===== src/rtl/fft_stage_sequencer.sv =====
// fft_stage_sequencer
// Stage/beat sequencer for an in-place radix-2 FFT datapath. A start request
// with a runtime size walks all log2(N) stages. Each stage issues its beats,
// then drains the butterfly pipeline and toggles the ping-pong bank.
// Every output is a flop, so there is no combinational path from input to output.
// Optional build macro: FFT_SEQ_PERF_EN adds saturating cycle/stall counters.
module fft_stage_sequencer #(
  parameter int LOG2_MAX_POINTS = 10,
  parameter int CALCS_PER_CYCLE = 4,
  parameter int DELAY           = 5,
  localparam int LW       = $clog2(LOG2_MAX_POINTS + 1),
  localparam int SW       = $clog2(LOG2_MAX_POINTS),
  localparam int MIN_LOG2 = $clog2(2 * CALCS_PER_CYCLE)
) (
  input  logic                       clk,
  input  logic                       i_reset,
  input  logic                       i_start,
  input  logic [LW-1:0]              i_log2_points,
  input  logic                       i_stall,
  output logic                       o_busy,
  output logic                       o_issue_valid,
  output logic [LOG2_MAX_POINTS-1:0] o_beat,
  output logic [SW-1:0]              o_stage,
  output logic [LOG2_MAX_POINTS-1:0] o_stride,
  output logic                       o_read_bank,
  output logic                       o_new_stage_trigger,
  output logic                       o_done,
  output logic                       o_cfg_err
`ifdef FFT_SEQ_PERF_EN
  ,
  output logic [31:0]                o_cycle_count,
  output logic [31:0]                o_stall_count
`endif
);

  localparam int BW = LOG2_MAX_POINTS;
  localparam int DW = (DELAY > 1) ? $clog2(DELAY) : 1;

  localparam logic [LW-1:0] L_MIN      = LW'(MIN_LOG2);
  localparam logic [LW-1:0] L_MAX      = LW'(LOG2_MAX_POINTS);
  localparam logic [LW-1:0] L_ONE      = LW'(1'b1);
  localparam logic [BW-1:0] BEAT_ONE   = BW'(1'b1);
  localparam logic [SW-1:0] STAGE_ONE  = SW'(1'b1);
  localparam logic [DW-1:0] DRAIN_ONE  = DW'(1'b1);
  localparam logic [DW-1:0] DRAIN_LAST = DW'(DELAY - 1);

  typedef enum logic [1:0] {
    S_IDLE  = 2'd0,
    S_ISSUE = 2'd1,
    S_DRAIN = 2'd2
  } state_t;

  // Stride of a stage: (N/2) >> stage, with N = 2^l.
  function automatic logic [BW-1:0] stride_f(input logic [LW-1:0] l,
                                             input logic [SW-1:0] s);
    logic [BW-1:0] half_n;
    half_n = BEAT_ONE << (l - L_ONE);
    return half_n >> s;
  endfunction

  state_t          state_r, state_nx;
  logic [LW-1:0]   l_r, l_nx;
  logic [SW-1:0]   stage_r, stage_nx;
  logic [BW-1:0]   beat_r, beat_nx;
  logic [DW-1:0]   drain_r, drain_nx;
  logic            bank_r, bank_nx;
  logic            issue_r, issue_nx;
  logic            busy_r, busy_nx;
  logic [BW-1:0]   stride_r, stride_nx;
  logic            trig_r, trig_nx;
  logic            done_r, done_nx;
  logic            cfg_err_r, cfg_err_nx;

  logic [BW-1:0]   last_beat_s;
  logic [SW-1:0]   last_stage_s;
  logic [SW-1:0]   last_stage_nx_s;
  logic            drain_end_nx_s;

  // Limits of the transform in flight, derived from the captured size.
  always_comb begin
    last_beat_s  = (BEAT_ONE << (l_r - L_MIN)) - BEAT_ONE;
    last_stage_s = SW'(l_r - L_ONE);
  end

  // Next-state logic. An invalid ISSUE cycle always follows an issued beat,
  // so beat_r is the last beat issued and advances only when the next issues.
  always_comb begin
    state_nx   = state_r;
    l_nx       = l_r;
    stage_nx   = stage_r;
    beat_nx    = beat_r;
    drain_nx   = drain_r;
    bank_nx    = bank_r;
    issue_nx   = 1'b0;
    cfg_err_nx = 1'b0;
    case (state_r)
      S_IDLE: begin
        if (i_start) begin
          if ((i_log2_points >= L_MIN) && (i_log2_points <= L_MAX)) begin
            state_nx = S_ISSUE;
            l_nx     = i_log2_points;
            stage_nx = '0;
            beat_nx  = '0;
            drain_nx = '0;
            bank_nx  = 1'b0;
            issue_nx = 1'b1;
          end else begin
            cfg_err_nx = 1'b1;
          end
        end else begin
          state_nx = S_IDLE;
        end
      end
      S_ISSUE: begin
        if (issue_r && (beat_r == last_beat_s)) begin
          state_nx = S_DRAIN;
          drain_nx = '0;
        end else if (!i_stall) begin
          beat_nx  = beat_r + BEAT_ONE;
          issue_nx = 1'b1;
        end else begin
          issue_nx = 1'b0;
        end
      end
      S_DRAIN: begin
        if (drain_r == DRAIN_LAST) begin
          if (stage_r == last_stage_s) begin
            state_nx = S_IDLE;
            stage_nx = '0;
            beat_nx  = '0;
            drain_nx = '0;
            bank_nx  = 1'b0;
          end else begin
            state_nx = S_ISSUE;
            stage_nx = stage_r + STAGE_ONE;
            beat_nx  = '0;
            drain_nx = '0;
            bank_nx  = ~bank_r;
            issue_nx = 1'b1;
          end
        end else begin
          drain_nx = drain_r + DRAIN_ONE;
        end
      end
      default: begin
        state_nx = S_IDLE;
        stage_nx = '0;
        beat_nx  = '0;
        drain_nx = '0;
        bank_nx  = 1'b0;
      end
    endcase
  end

  // Decode the registered outputs from the next state so they appear in the cycle they describe.
  always_comb begin
    busy_nx         = (state_nx != S_IDLE);
    last_stage_nx_s = SW'(l_nx - L_ONE);
    drain_end_nx_s  = (state_nx == S_DRAIN) && (drain_nx == DRAIN_LAST);
    trig_nx         = drain_end_nx_s && (stage_nx != last_stage_nx_s);
    done_nx         = drain_end_nx_s && (stage_nx == last_stage_nx_s);
    if (busy_nx) begin
      stride_nx = stride_f(l_nx, stage_nx);
    end else begin
      stride_nx = '0;
    end
  end

  // Sequencer state and output registers; reset abandons any transform in flight.
  always_ff @(posedge clk or posedge i_reset) begin
    if (i_reset) begin
      state_r   <= S_IDLE;
      l_r       <= '0;
      stage_r   <= '0;
      beat_r    <= '0;
      drain_r   <= '0;
      bank_r    <= 1'b0;
      issue_r   <= 1'b0;
      busy_r    <= 1'b0;
      stride_r  <= '0;
      trig_r    <= 1'b0;
      done_r    <= 1'b0;
      cfg_err_r <= 1'b0;
    end else begin
      state_r   <= state_nx;
      l_r       <= l_nx;
      stage_r   <= stage_nx;
      beat_r    <= beat_nx;
      drain_r   <= drain_nx;
      bank_r    <= bank_nx;
      issue_r   <= issue_nx;
      busy_r    <= busy_nx;
      stride_r  <= stride_nx;
      trig_r    <= trig_nx;
      done_r    <= done_nx;
      cfg_err_r <= cfg_err_nx;
    end
  end

  assign o_busy              = busy_r;
  assign o_issue_valid       = issue_r;
  assign o_beat              = beat_r;
  assign o_stage             = stage_r;
  assign o_stride            = stride_r;
  assign o_read_bank         = bank_r;
  assign o_new_stage_trigger = trig_r;
  assign o_done              = done_r;
  assign o_cfg_err           = cfg_err_r;

`ifdef FFT_SEQ_PERF_EN
  localparam logic [31:0] CNT_MAX = 32'hFFFF_FFFF;

  logic [31:0] cycle_cnt_r;
  logic [31:0] stall_cnt_r;

  // Saturating busy-cycle and issue-stall counters, cleared when a start is accepted.
  always_ff @(posedge clk or posedge i_reset) begin
    if (i_reset) begin
      cycle_cnt_r <= 32'd0;
      stall_cnt_r <= 32'd0;
    end else if ((state_r == S_IDLE) && (state_nx == S_ISSUE)) begin
      cycle_cnt_r <= 32'd0;
      stall_cnt_r <= 32'd0;
    end else begin
      if (busy_r && (cycle_cnt_r != CNT_MAX)) begin
        cycle_cnt_r <= cycle_cnt_r + 32'd1;
      end else begin
        cycle_cnt_r <= cycle_cnt_r;
      end
      if ((state_r == S_ISSUE) && i_stall && (stall_cnt_r != CNT_MAX)) begin
        stall_cnt_r <= stall_cnt_r + 32'd1;
      end else begin
        stall_cnt_r <= stall_cnt_r;
      end
    end
  end

  assign o_cycle_count = cycle_cnt_r;
  assign o_stall_count = stall_cnt_r;
`endif

endmodule


===== config.mk =====
export PLATFORM = sky130hd
export DESIGN_NAME = fft_stage_sequencer
export DESIGN_NICKNAME = d
export VERILOG_FILES = /design/src/rtl/fft_stage_sequencer.sv
export SDC_FILE = /design/constraint.sdc
export NUM_CORES = 1
export LEC_CHECK = 0
export ABC_AREA = 1
export CAP_MARGIN = 40
export CORE_ASPECT_RATIO = 1.25
export CORE_UTILIZATION = 60
export DETAILED_ROUTE_END_ITERATION = 10
export MAX_ROUTING_LAYER = met4
export PLACE_DENSITY = 0.87
export SETUP_SLACK_MARGIN = 0.3
export SLEW_MARGIN = 20
export SYNTH_ARGS = -nofsm -noshare
export SYNTH_HDL_FRONTEND = slang
export SYNTH_SLANG_ARGS = --single-unit

===== constraint.sdc =====
create_clock -name clk -period 4.6 [get_ports clk]
set_clock_uncertainty 0.2 [all_clocks]
set_input_delay 0.92 -clock clk [delete_from_list [all_inputs] [get_ports clk]]
set_output_delay 0.92 -clock clk [all_outputs]
set_load 0.01 [all_outputs]

; After elaboration in Yosys (flattened, before gate mapping)
; Cells that the tools add are included.
[classes]
addsub = 7
n_lt_le_gt_ge = 2
n_eq_ne = 14
shifts = 3
mux = 41
bitwise_logic = 2
n_reduce_logical = 9
[op_table]
columns = op, count
row1 = $mux 10, 6
row2 = $pmux 10 s3, 1
row3 = $mux 4, 7
row4 = $shl 1x4->10 const A, 2
row5 = $mux 1, 14
row6 = $mux 3, 4
row7 = $pmux 4 s3, 1
row8 = $add 10x1->10 const B, 1
row9 = $eq 10x10->1, 1
row10 = $ne 2x2->1 const B, 5
row11 = $shr 10x4->10, 1
row12 = $sub 10x1->10 const B, 1
row13 = $pmux 3 s3, 1
row14 = $eq 4x4->1, 2
row15 = $mux 2, 4
row16 = $sub 4x1->4 const B, 2
row17 = $eq 3x3->1 const B, 2
row18 = $pmux 1 s3, 2
row19 = $pmux 2 s3, 1
row20 = $logic_and 1x1->1, 5
row21 = $reduce_and 5->1, 1
row22 = $add 4x1->4 const B, 1
row23 = $eq 2x2->1 const B, 2
row24 = $ge 4x2->1 const B, 1
row25 = 9 further kinds, 10
[totals]
register_bits = 39
in_bits = 8
out_inout_bits = 30
elab_cells = 90

; Logic depth before layout (Yosys ltp)
; Gate-level depths: netlist of the first run.
[depth]
word_depth = 10
ltp_mapped = 21
ltp_nobuf = 21

; Worst setup path after synthesis of the first run
; OpenSTA, ideal clock, no wires.
[synth_path]
path_type = input to register
from = input i_log2_points[2]
to = register stride_r[1], in the netlist o_stride[1]
setup_ns = 0.071
t_arrival_ns = 2.939
required_ns = 4.329
path_slack_ns = 1.389
cell_stages = 18
path_buffers = 1
cell_sequence = inv_1 -> nand2_1 -> nand2_1 -> nand2_2 -> nand2_2 -> or2_0 -> nand2_1 -> ha_1 -> ha_1 -> clkbuf_1 -> nand2_1 -> nor2_4 -> nand2_1 -> nor2_2 -> nand2_1 -> nand2_1 -> nand3_1 -> nor2_1
[synth_via]
elab_chain_cells = 9
elab_cells_between_ends = 17
classes_between = add/sub (1) / order compare (2) / shift (2) / mux (10) / reduce/logical (2)
[synth_lines]
columns = element, line_no
row1 = from (decl), 18  ; input logic [LW-1:0] i_log2_points,
row2 = $ge 4x2->1 or $le 4x4->1 (tied branches), 99  ; if ((i_log2_points >= L_MIN) && (i_log2_points <= L_MAX)) begin
row3 = $logic_and 1x1->1, 99
row4 = $mux 4, 99
row5 = $mux 4, 98  ; if (i_start) begin
row6 = $mux 4, 96  ; case (state_r)
row7 = $sub 4x1->4, 57  ; half_n = BEAT_ONE << (l - L_ONE);
row8 = $shl 1x4->10, 57
row9 = $shr 10x4->10, 58  ; return half_n >> s;
row10 = $mux 10 *, 162  ; if (busy_nx) begin
row11 = via stride_nx[1], 69  ; logic [BW-1:0] stride_r, stride_nx;
row12 = to (signal assigned), 193  ; stride_r <= stride_nx;
row13 = to (decl), 69
; The timed path passes the listed nets; every way through them passes the cells marked *.
; A chain may end at the register's enable or synchronous reset.

; Worst setup path in the final report of the first run
[layout_path]
from = input i_log2_points[1]
to = register stride_r[1], in the netlist o_stride[1]
; The elaborated chain is that of the path after synthesis.

==> impl_metrics.json, run 1 <==
{
  "status": "completed",
  "syn_area_mm2": 0.00349,
  "cts_hold_buf": 0,
  "arrival_ps": 3630,
  "postCtsSetupRepairBufs": 0,
  "fp.dieW_um": 70.2,
  "synth_edf_count": 0,
  "dieArea_mm2": 0.00612,
  "switching_power_mw": 1.24,
  "grt_overflow_total": 0,
  "syn_inst": 523,
  "num_vias": 3444,
  "async_reset_ff_frac": 1.00,
  "vias_per_cell": 5.50,
  "ys_warn_count": 0,
  "wl_per_cell_um": 13.6,
  "antenna_cells": 0,
  "portBuffers": 37,
  "seq_area_um2": 976,
  "synth_ff_type": "dfrtp_1",
  "rows": 30,
  "endpoint_kind": "flop",
  "hold_class": "flop to flop",
  "internal-power_mw": 1.11,
  "ant_nets": 0,
  "ctsLongestPathBuffers": 2,
  "root_buffer": "clkbuf_8",
  "place.gp.congestion": 0.945,
  "cellPowerDensity_mw_per_mm2": 589,
  "core_region_area_mm2": 0.00552,
  "final_cells": 626,
  "nFillCells": 451,
  "clock_sinks": 39,
  "combPwrFrac": 0.682,
  "hpwl_mm": 6.62,
  "ys_seq_elements": 39,
  "first_pass_iters": 5,
  "leakage_nw": 2.08,
  "synth-seq-area-share": 0.280,
  "synth_cell_types": 38,
  "cts-buffers-inserted": 5,
  "crit_type": "primary input to flop",
  "grt_max_degree": 40,
  "first_iter_violations": 242,
  "setup_tns_ps": 0,
  "syn-num-nets": 548,
  "start_kind": "primary input",
  "start_util": 0.632,
  "grt_usage": 0.303,
  "cts_tree": "done",
  "drcViolationCount": 0,
  "rsz0062_at_grt": "no",
  "multi_input_area_mm2": 0.00218,
  "cap_viol_max_count": 0,
  "drive_above_1_share": 0.128,
  "slew_viol_final": 0,
  "drt_wl_total_mm": 8.50,
  "worstPathRequired_ps": 4630,
  "antenna_found_initial": 0,
  "syn2layout_area_growth_pct": 14.1,
  "grt_pass1_wl_mm": 14.4,
  "clk_pin_slew_ps": 80,
  "dp_cells": 618,
  "p_sw_frac": 0.528,
  "crit_fanout": 7,
  "clk_latency_ps": 290,
  "io-pin-count": 38,
  "finalCritPeriodShare": 0.784,
  "final_nets": 586,
  "design_area_mm2": 0.00398,
  "finalCriticalPeriod_ps": 3600,
  "irDropWorstVdd_mv": 0.353,
  "synth_area_per_cell_um2": 6.67,
  "ctsResizeCount": 0,
  "fmax_mhz": 277,
  "die_y_um": 87.2,
  "power.share.clock": 0.098,
  "grt_pass1_vias": 3308,
  "slew_headroom": 0.599,
  "seq_power_share": 0.220,
  "hold_viol": 0,
  "htreeDepth": 2,
  "tightestPinTransition_ps": 595,
  "utilization": 0.721,
  "setup_violations": 0,
  "place_area_mm2": 0.00389
}
## state kept, by name, indices dropped and copies added (netlist names), 2 cells and up
name,count
o_beat,10
drain_r,3
o_stage,4
state_r,2
l_r,4
o_stride,10
## per-layer routing
layer,up-vias,share of wire,global-route usage
met3,29,0.034,0.0394
met1,1589,0.39,0.322
met5,-,0,-
met4,0,0.041,0.145
li1,1731,-,-
met2,95,0.53,0.556
## cells in the mapped netlist, types with 2 or more instances
cell,n,area [µm²]
nor2_4,7,78.8
o21ai_2,4,35.0
nor3_1,3,15.0
nor2_1,44,165
nand3_1,74,370
inv_1,62,233
nand3b_1,4,30.0
nor3b_1,2,15.0
o21ai_0,13,65.1
nand2_1,154,578
xor2_1,13,114
clkbuf_1,3,11.3
nand3_2,3,30.0
nand2_2,21,131
inv_2,8,30.0
buf_2,2,10.0
nor2_2,14,87.6
ha_1,17,213
dfrtp_1,39,976
xnor2_1,5,43.8
a21oi_1,7,35.0
nand4_1,6,37.5
nand2_4,3,33.8
## power groups by stage
stage          combinational (mW)  clock [mW]  sequential (mW)
2_1_floorplan                1.23           0            0.518
3_5_place_dp                 1.58           0            0.519
6_report                     1.60       0.230            0.515
3_3_place_gp                 1.52           0            0.516
4_1_cts                      1.59       0.233            0.513
5_1_grt                      1.82       0.243            0.523
## worst max-delay path, stage by stage
cell and delay, ps:
clkdlybuf4s50_1 500, nand2_1 80, nand3_1 100, nand2_2 100, nand2_2 130, or2_0 120
nand2_1 160, ha_1 270, ha_1 400, nand2_1 160, nor2_4 150, nand2_1 70
nor2_2 130, nand2_1 60, nand2_1 50, nand3_1 90, nor2_1 120
## cells by family (layout without fill, tap and decap cells)
logic type | count (synthesis) | after routing | share of synthesized area
xor+xnor | 18 | 18 | 0.0452
flops | 39 | 39 | 0.280
compound gates | 32 | 32 | 0.0596
simple gates | 338 | 338 | 0.461
buf+inv | 79 | 118 | 0.0937
fa+ha+maj | 17 | 17 | 0.0610
## cell type report
type                    instances  area share
clock buffers                   6      0.0183
well taps                      64      0.0201
multi-input cells             405       0.549
repair buffers                 39      0.0969
flip-flops and latches         39       0.245
clock inverters                 2     0.00315
inverters                      71      0.0670
## per-stage QoR
step | total power, mW | worst slack, ps | hold slack [ps]
floorplan | 1.75 | 1390 | 330
global placement | 2.04 | 843 | 321
detailed placement | 2.10 | 691 | 331
CTS | 2.34 | 995 | 349
global route | 2.58 | 665 | 410
finish | 2.34 | 996 | 367
## worst paths after layout
kind,startpoint,to,slack [ps],depth (start not counted)
max reg2reg,l_r[0]$_DFF_PP0_,o_stride[1]$_DFF_PP0_,1230,19
min in group asynchronous,i_reset,o_beat[9]$_DFFE_PP0P_,840,3
max in group asynchronous,i_reset,o_stage[0]$_DFF_PP0_,3010,3
max,i_log2_points[1],o_stride[1]$_DFF_PP0_,1000,17
min reg2reg,o_read_bank$_DFFE_PP0P_,o_read_bank$_DFFE_PP0P_,370,2
min,o_read_bank$_DFFE_PP0P_,o_read_bank$_DFFE_PP0P_,370,2
## placed cells by master (no fill, tap or decap), types with 3 or more instances in the layout
cell type        Yosys  layout
nand2_2             21      21
nor2_2              14      14
clkdlybuf4s50_1      0      37
inv_2                8       8
nand3_2              3       3
nand4_1              6       6
nor2_1              44      44
nor3_1               3       3
inv_1               62      62
nand2_4              3       3
o21ai_2              4       4
nand3_1             74      74
clkbuf_8             0       5
dfrtp_1             39      39
nand3b_1             4       4
a21oi_1              7       7
xnor2_1              5       5
xor2_1              13      13
nor2_4               7       7
nand2_1            154     154
o21ai_0             13      13
ha_1                17      17
Note: power is estimated with default switching activity, not from simulation.
==> run 2: changes to the inputs <==
--- a/config.mk
+++ b/config.mk
@@ -8,10 +8,10 @@
 export ABC_AREA = 1
 export CAP_MARGIN = 40
 export CORE_ASPECT_RATIO = 1.25
-export CORE_UTILIZATION = 60
+export CORE_UTILIZATION = 58
 export DETAILED_ROUTE_END_ITERATION = 10
 export MAX_ROUTING_LAYER = met4
-export PLACE_DENSITY = 0.87
+export PLACE_DENSITY = 0.85
 export SETUP_SLACK_MARGIN = 0.3
 export SLEW_MARGIN = 20
 export SYNTH_ARGS = -nofsm -noshare
==> constraint.sdc (replaced) <==
create_clock -name clk -period 3.6 [get_ports clk]
set_clock_uncertainty 0.2 [all_clocks]
set_input_delay 0.72 -clock clk [delete_from_list [all_inputs] [get_ports clk]]
set_output_delay 0.72 -clock clk [all_outputs]
set_load 0.01 [all_outputs]
==> run 2 against run 1 <==
  * The flow now finishes with violations (DRC)
  * Utilization grew 0.35 points
  * Flip-flop and latch count unchanged
  * Total power rose by 34%
  * Die area is 3.4% higher
  * Combinational power up 36%
  * Register-to-register slack got worse by 670 ps
  * Sequential power up 29%
  * Clock power grew 28%
  * Via count is 2.4% higher
  * Sequential share of layout area shrank 1.2 points
  * Setup slack lost 570 ps
  * Largest cell class unchanged
==> impl_metrics.json, run 2 (synthesized netlist as in run 1, its figures left out) <==
{
  "grt_usage": 0.305,
  "use_met1": 0.300,
  "grt_pass1_wl_mm": 14.5,
  "irDropWorstVdd_mv": 0.349,
  "place.gp.congestion": 0.901,
  "fp.dieW_um": 71.3,
  "hold_start": "o_beat[6]$_DFFE_PP0P_",
  "portBuffers": 37,
  "leakage_nw": 2.16,
  "rrSetupSlack_ps": 560,
  "root_buffer": "clkbuf_8",
  "ant_nets": 0,
  "antenna_found_initial": 0,
  "antenna_cells": 0,
  "reg2reg_from": "l_r[1]$_DFF_PP0_",
  "violations": "DRC",
  "dieArea_mm2": 0.00633,
  "hold_end": "o_beat[6]$_DFFE_PP0P_",
  "start_kind": "primary input",
  "final_common_cell": "nand2_1",
  "rows": 31,
  "whs_ps": 358,
  "status": "complete, but fails checks",
  "hold_class": "flop to flop",
  "cts-buffers-inserted": 5,
  "power_mw": 3.14,
  "endpoint_kind": "flop",
  "cts_tree": "done",
  "drive_above_1_share": 0.176,
  "core_region_area_mm2": 0.00578,
  "clk_pin_slew_ps": 80,
  "syn2layout_area_growth_pct": 20.1,
  "vias_per_cell": 5.50,
  "design_area_mm2": 0.00419,
  "arrival_ps": 3210,
  "drcViolationCount": 2,
  "hpwl_mm": 6.87,
  "crit_type": "primary input to flop",
  "grtUsageMet2": 0.569,
  "r2r_end": "o_stride[9]$_DFF_PP0_",
  "crit_fanout": 7,
  "slew_headroom": 0.546,
  "grt_busiest_layer": "met2",
  "htreeDepth": 2,
  "hold_path_depth": 2,
  "fmax_mhz": 315,
  "tightestPinTransition_ps": 674,
  "rsz0062_at_grt": "no",
  "wl_per_cell_um": 14.2,
  "first_pass_iters": 8,
  "die_y_um": 88.7,
  "grt_max_degree": 40,
  "place_area_mm2": 0.00395,
  "pre_cts_ws_ps": 27.7,
  "utilization": 0.724,
  "clock_sinks": 39,
  "grt_overflow_total": 0,
  "finalCriticalPeriod_ps": 3180,
  "use_met3": 0.0433,
  "final_cells": 641,
  "nFillCells": 484,
  "hold_viol": 0,
  "r2r_cells": 19,
  "slew_viol_final": 0,
  "final_nets": 599,
  "clk_latency_ps": 300,
  "start_util": 0.603,
  "cellPowerDensity_mw_per_mm2": 749,
  "cap_viol_max_count": 0,
  "io-pin-count": 38,
  "dp_cells": 627,
  "seq_area_um2": 978,
  "critPathLaunch": "i_start",
  "grt_pass1_vias": 3362,
  "worstPathRequired_ps": 3630,
  "first_iter_violations": 202,
  "setup_tns_ps": 0,
  "finalCritPeriodShare": 0.882,
  "setup_violations": 0,
  "drt_wl_total_mm": 9.08,
  "layout_common_cells": "nand2_1 (148), nand3_1 (73), inv_1 (62)",
  "ctsLongestPathBuffers": 2,
  "multi_input_area_mm2": 0.00228,
  "worst_slack_ps": 425,
  "num_vias": 3528
}
[run 2: changes by cell type in the layout (fill, tap and decap cells not counted), sizes merged]
cell,previous run,this run
buf,2,15
[run 2: what timing repair did]
item / CTS / global route
endpoints found under the setup margin: 5 / 24
cloned: 0 / 0
gates resized for setup: 0 / 24
setup buffers: 1 / 5
pin swaps: 1 / 8
hold buffers: 0 / 0
[run 2: routing by layer]
layer  part of all wire  vias to the layer above  routed length [µm]
met5                  0                        -                   0
met1               0.37                     1636                3400
li1                   -                     1758                   -
met3              0.036                       37                 328
met4              0.054                        0                 488
met2               0.54                       97                4860
[run 2: worst max path at each step]
stage,to,cells past startpoint
after global placement,o_stride[4]$_DFF_PP0_,18
after floorplan,o_stride[1]$_DFF_PP0_,18
final,o_stride[4]$_DFF_PP0_,17
after global routing,o_stride[5]$_DFF_PP0_,19
after detailed placement,o_stride[4]$_DFF_PP0_,17
after CTS,o_stride[9]$_DFF_PP0_,18
[run 2: power breakdown]
part / switching, mW / internal [mW]
registers: 0.124 / 0.538
clock network: 0.159 / 0.135
logic: 1.35 / 0.833
[run 2: cell type report]
cell class	instances	area share
clock buffer	6	0.0173
clock inverter	2	0.00299
inverter	71	0.0637
multi-input combinational	405	0.544
sequential	39	0.234
tap	66	0.0197
timing repair buffer	52	0.118
[run 2: critical path: stages]
cell and delay [ps]:
clkdlybuf4s50_1 600, inv_1 110, nor2_4 160, nand2_4 90, or2_0 210, nand2_1 100, ha_2 220, ha_4 230
nor2_1 110, nand2_1 90, nand2_2 80, nand3_1 100, nand2_1 90, nand2_1 60, nand2_1 80, inv_1 60
nor2_2 100
==> RTL edit, RTL diff (config.mk and constraints of run 2) <==
Re-encode `state_t` (3 states) as one-hot, 3 bits wide.
--- a/src/rtl/fft_stage_sequencer.sv
+++ b/src/rtl/fft_stage_sequencer.sv
@@ -45,8 +45,8 @@
   localparam logic [DW-1:0] DRAIN_LAST = DW'(DELAY - 1);
 
-  typedef enum logic [1:0] {
-    S_IDLE  = 2'd0,
-    S_ISSUE = 2'd1,
-    S_DRAIN = 2'd2
+  typedef enum logic [2:0] {
+    S_IDLE  = 3'b001,
+    S_ISSUE = 3'b010,
+    S_DRAIN = 3'b100
   } state_t;
 
Behaviour: same outputs for any inputs over 10 cycles, from zero or initial values and one cycle with i_reset high; not proved beyond that.
==> RTL edit against run 2 <==
- area after synthesis fell by 4.5%
- power fell by 16%
- cell count fell by 5.8%
- count of clock-buffer cells in the layout fell by 1
- register-to-register slack barely moved
- critical path type unchanged
- highest routed layer unchanged
- sequential power fell by 12%
- hold slack got worse by 33 ps
- sequential cell count rose by 1
- non-clock buffer count fell by 8
- cell area fell by 6.2%
- routed wire length fell by 7.7%
- setup slack got worse by 44 ps
- critical endpoint is now o_stride[0]
==> RTL edit: results (changes against run 2) <==
| Metric | Value |
|---|---|
| Crit path DAT | `3240 ps (+30 ps)` |
| P_leak | `1.962 nW (-9.0%)` |
| Synth top cells by count | `nand2_1, nand3_1, inv_1` |
| Critical-path top delay cell | `clkdlybuf4s50_1` |
| First-pass GRT wire length | `13.73 mm (-5.2%)` |
| Sequential-to-total area share from yosys stat | `0.3011 (+0.02116)` |
| Net Count, Synth | `523 (-4.6%)` |
| Number of distinct library cells after synthesis | `40 (+5.3%)` |
| Peak VDD IR | `359.1 uV (+2.9%)` |
| Met2 WL | `4.499 mm (-7.5%)` |
| FILL cells | `442 (-8.7%)` |
| Placement Setup Slack | `-20.39 ps (-48.14 ps)` |
| Non-filler cells, final | `604 (-5.8%)` |
| Finished layout cell area | `3925 um2 (-6.2%)` |
| Synth Area per Inst | `6.683 um2 (+0.27%)` |
| R2R depth | `18 (-1)` |
| Vias in the first global route | `3,138 (-6.7%)` |
| Share of cells above drive strength 1 | `0.1241 (-0.05158)` |
| Die area | `6047 um2 (-4.4%)` |
| Routability cong. | `0.9150 (+1.6%)` |
| Worst-path maximum fanout | `8 (+1)` |
| Drt first pass iters | `5 (-3)` |
| Max_slew headroom | `0.6605 (+0.1142)` |
| Run status | `finished, final reports clean` |
| Hold path cells | `1 (-1)` |
| Largest stage delay, worst path | `470 ps (-130 ps)` |
| Cell Area, Placed | `3776 um2 (-4.3%)` |
| Largest net degree at the start of global routing | `41 (+2.5%)` |
| Final net count | `565 (-5.7%)` |
| All-layer global routing usage | `0.2946 (-0.01065)` |
| Routed wire length | `8.375 mm (-7.7%)` |
| WL met3 | `280 um (-15%)` |
| Inserted Diodes | `0 (unchanged)` |
| Total CTS buffers | `5 (unchanged)` |
| Synth area leaders | `dfrtp_1, nand2_1, nand3_1, inv_1, ha_1` |
| Iter 0 DRT Violations | `248 (+23%)` |
| Port bufs | `37 (unchanged)` |
| Total number of vias | `3,367 (-4.6%)` |
| Post-detail-place hpwl | `6.389 mm (-7.0%)` |
| Met1 WL | `3.295 mm (-2.9%)` |
RTL edit: changes by cell type after synthesis, sizes merged, moves of 4 or more:
| cell | run 2 | this run |
|---|---|---|
| nand4 | 6 | 16 |
| nand2 | 179 | 164 |
| nand3 | 77 | 65 |
| inv | 70 | 63 |
| nor2 | 65 | 58 |
| o21ai | 18 | 12 |
| a21oi | 8 | 12 |
RTL edit: path summary, 6_finish.rpt:
check                                  from             endpoint  slack (ps)
setup reg to reg                     l_r[1]  o_new_stage_trigger         560
setup / recovery           i_log2_points[0]          o_stride[0]         380
hold / removal                  o_read_bank          o_read_bank         320
hold reg to reg                 o_read_bank          o_read_bank         320
min in group asynchronous           i_reset           state_r[2]         670
max in group asynchronous           i_reset               l_r[0]        2140
RTL edit: cell families (layout without fill, tap and decap cells):
| kind of cell | Yosys count | after routing | synth area share |
|---|---|---|---|
| simple gates | 318 | 318 | 0.4402 |
| buf+inv | 73 | 115 | 0.08646 |
| flops | 40 | 40 | 0.3011 |
| compound gates | 32 | 32 | 0.05865 |
| xor+xnor | 18 | 18 | 0.04962 |
| fa+ha+maj | 17 | 17 | 0.06391 |
RTL edit: repair_timing:
action | CTS | global route
resized for setup | 1 | 10
endpoints found under the setup margin | 2 | 22
pin swaps | 0 | 1
setup buffers | 0 | 1
RTL edit: layer usage:
metal / up-vias / global-route usage
li1: 1673 / -
met1: 1570 / 0.3095
met2: 96 / 0.5481
met3: 28 / 0.03605
met4: 0 / 0.1400
met5: - / -
RTL edit: final cells by class:
| cell class | instances | area share |
|---|---|---|
| Clock buffer | 5 | 0.01753 |
| Tap cell | 64 | 0.02040 |
| Timing Repair Buffer | 44 | 0.1109 |
| Multi-Input combinational cell | 385 | 0.5311 |
| Clock inverter | 2 | 0.003188 |
| Inverter | 64 | 0.06120 |
| Sequential cell | 40 | 0.2557 |
RTL edit: critical path: cells and delay by family:
kind / cells / cell delay (ps)
fa+ha+maj: 2 / 550
xor+xnor: 1 / 220
simple gates: 12 / 1140
buf+inv: 2 / 590
RTL edit: report_power, final:
group	switching (mW)	internal (mW)	total, mW
combinational	1.14	0.627	1.77
clock	0.160	0.131	0.291
sequential	0.0675	0.518	0.586
total	1.37	1.28	2.65
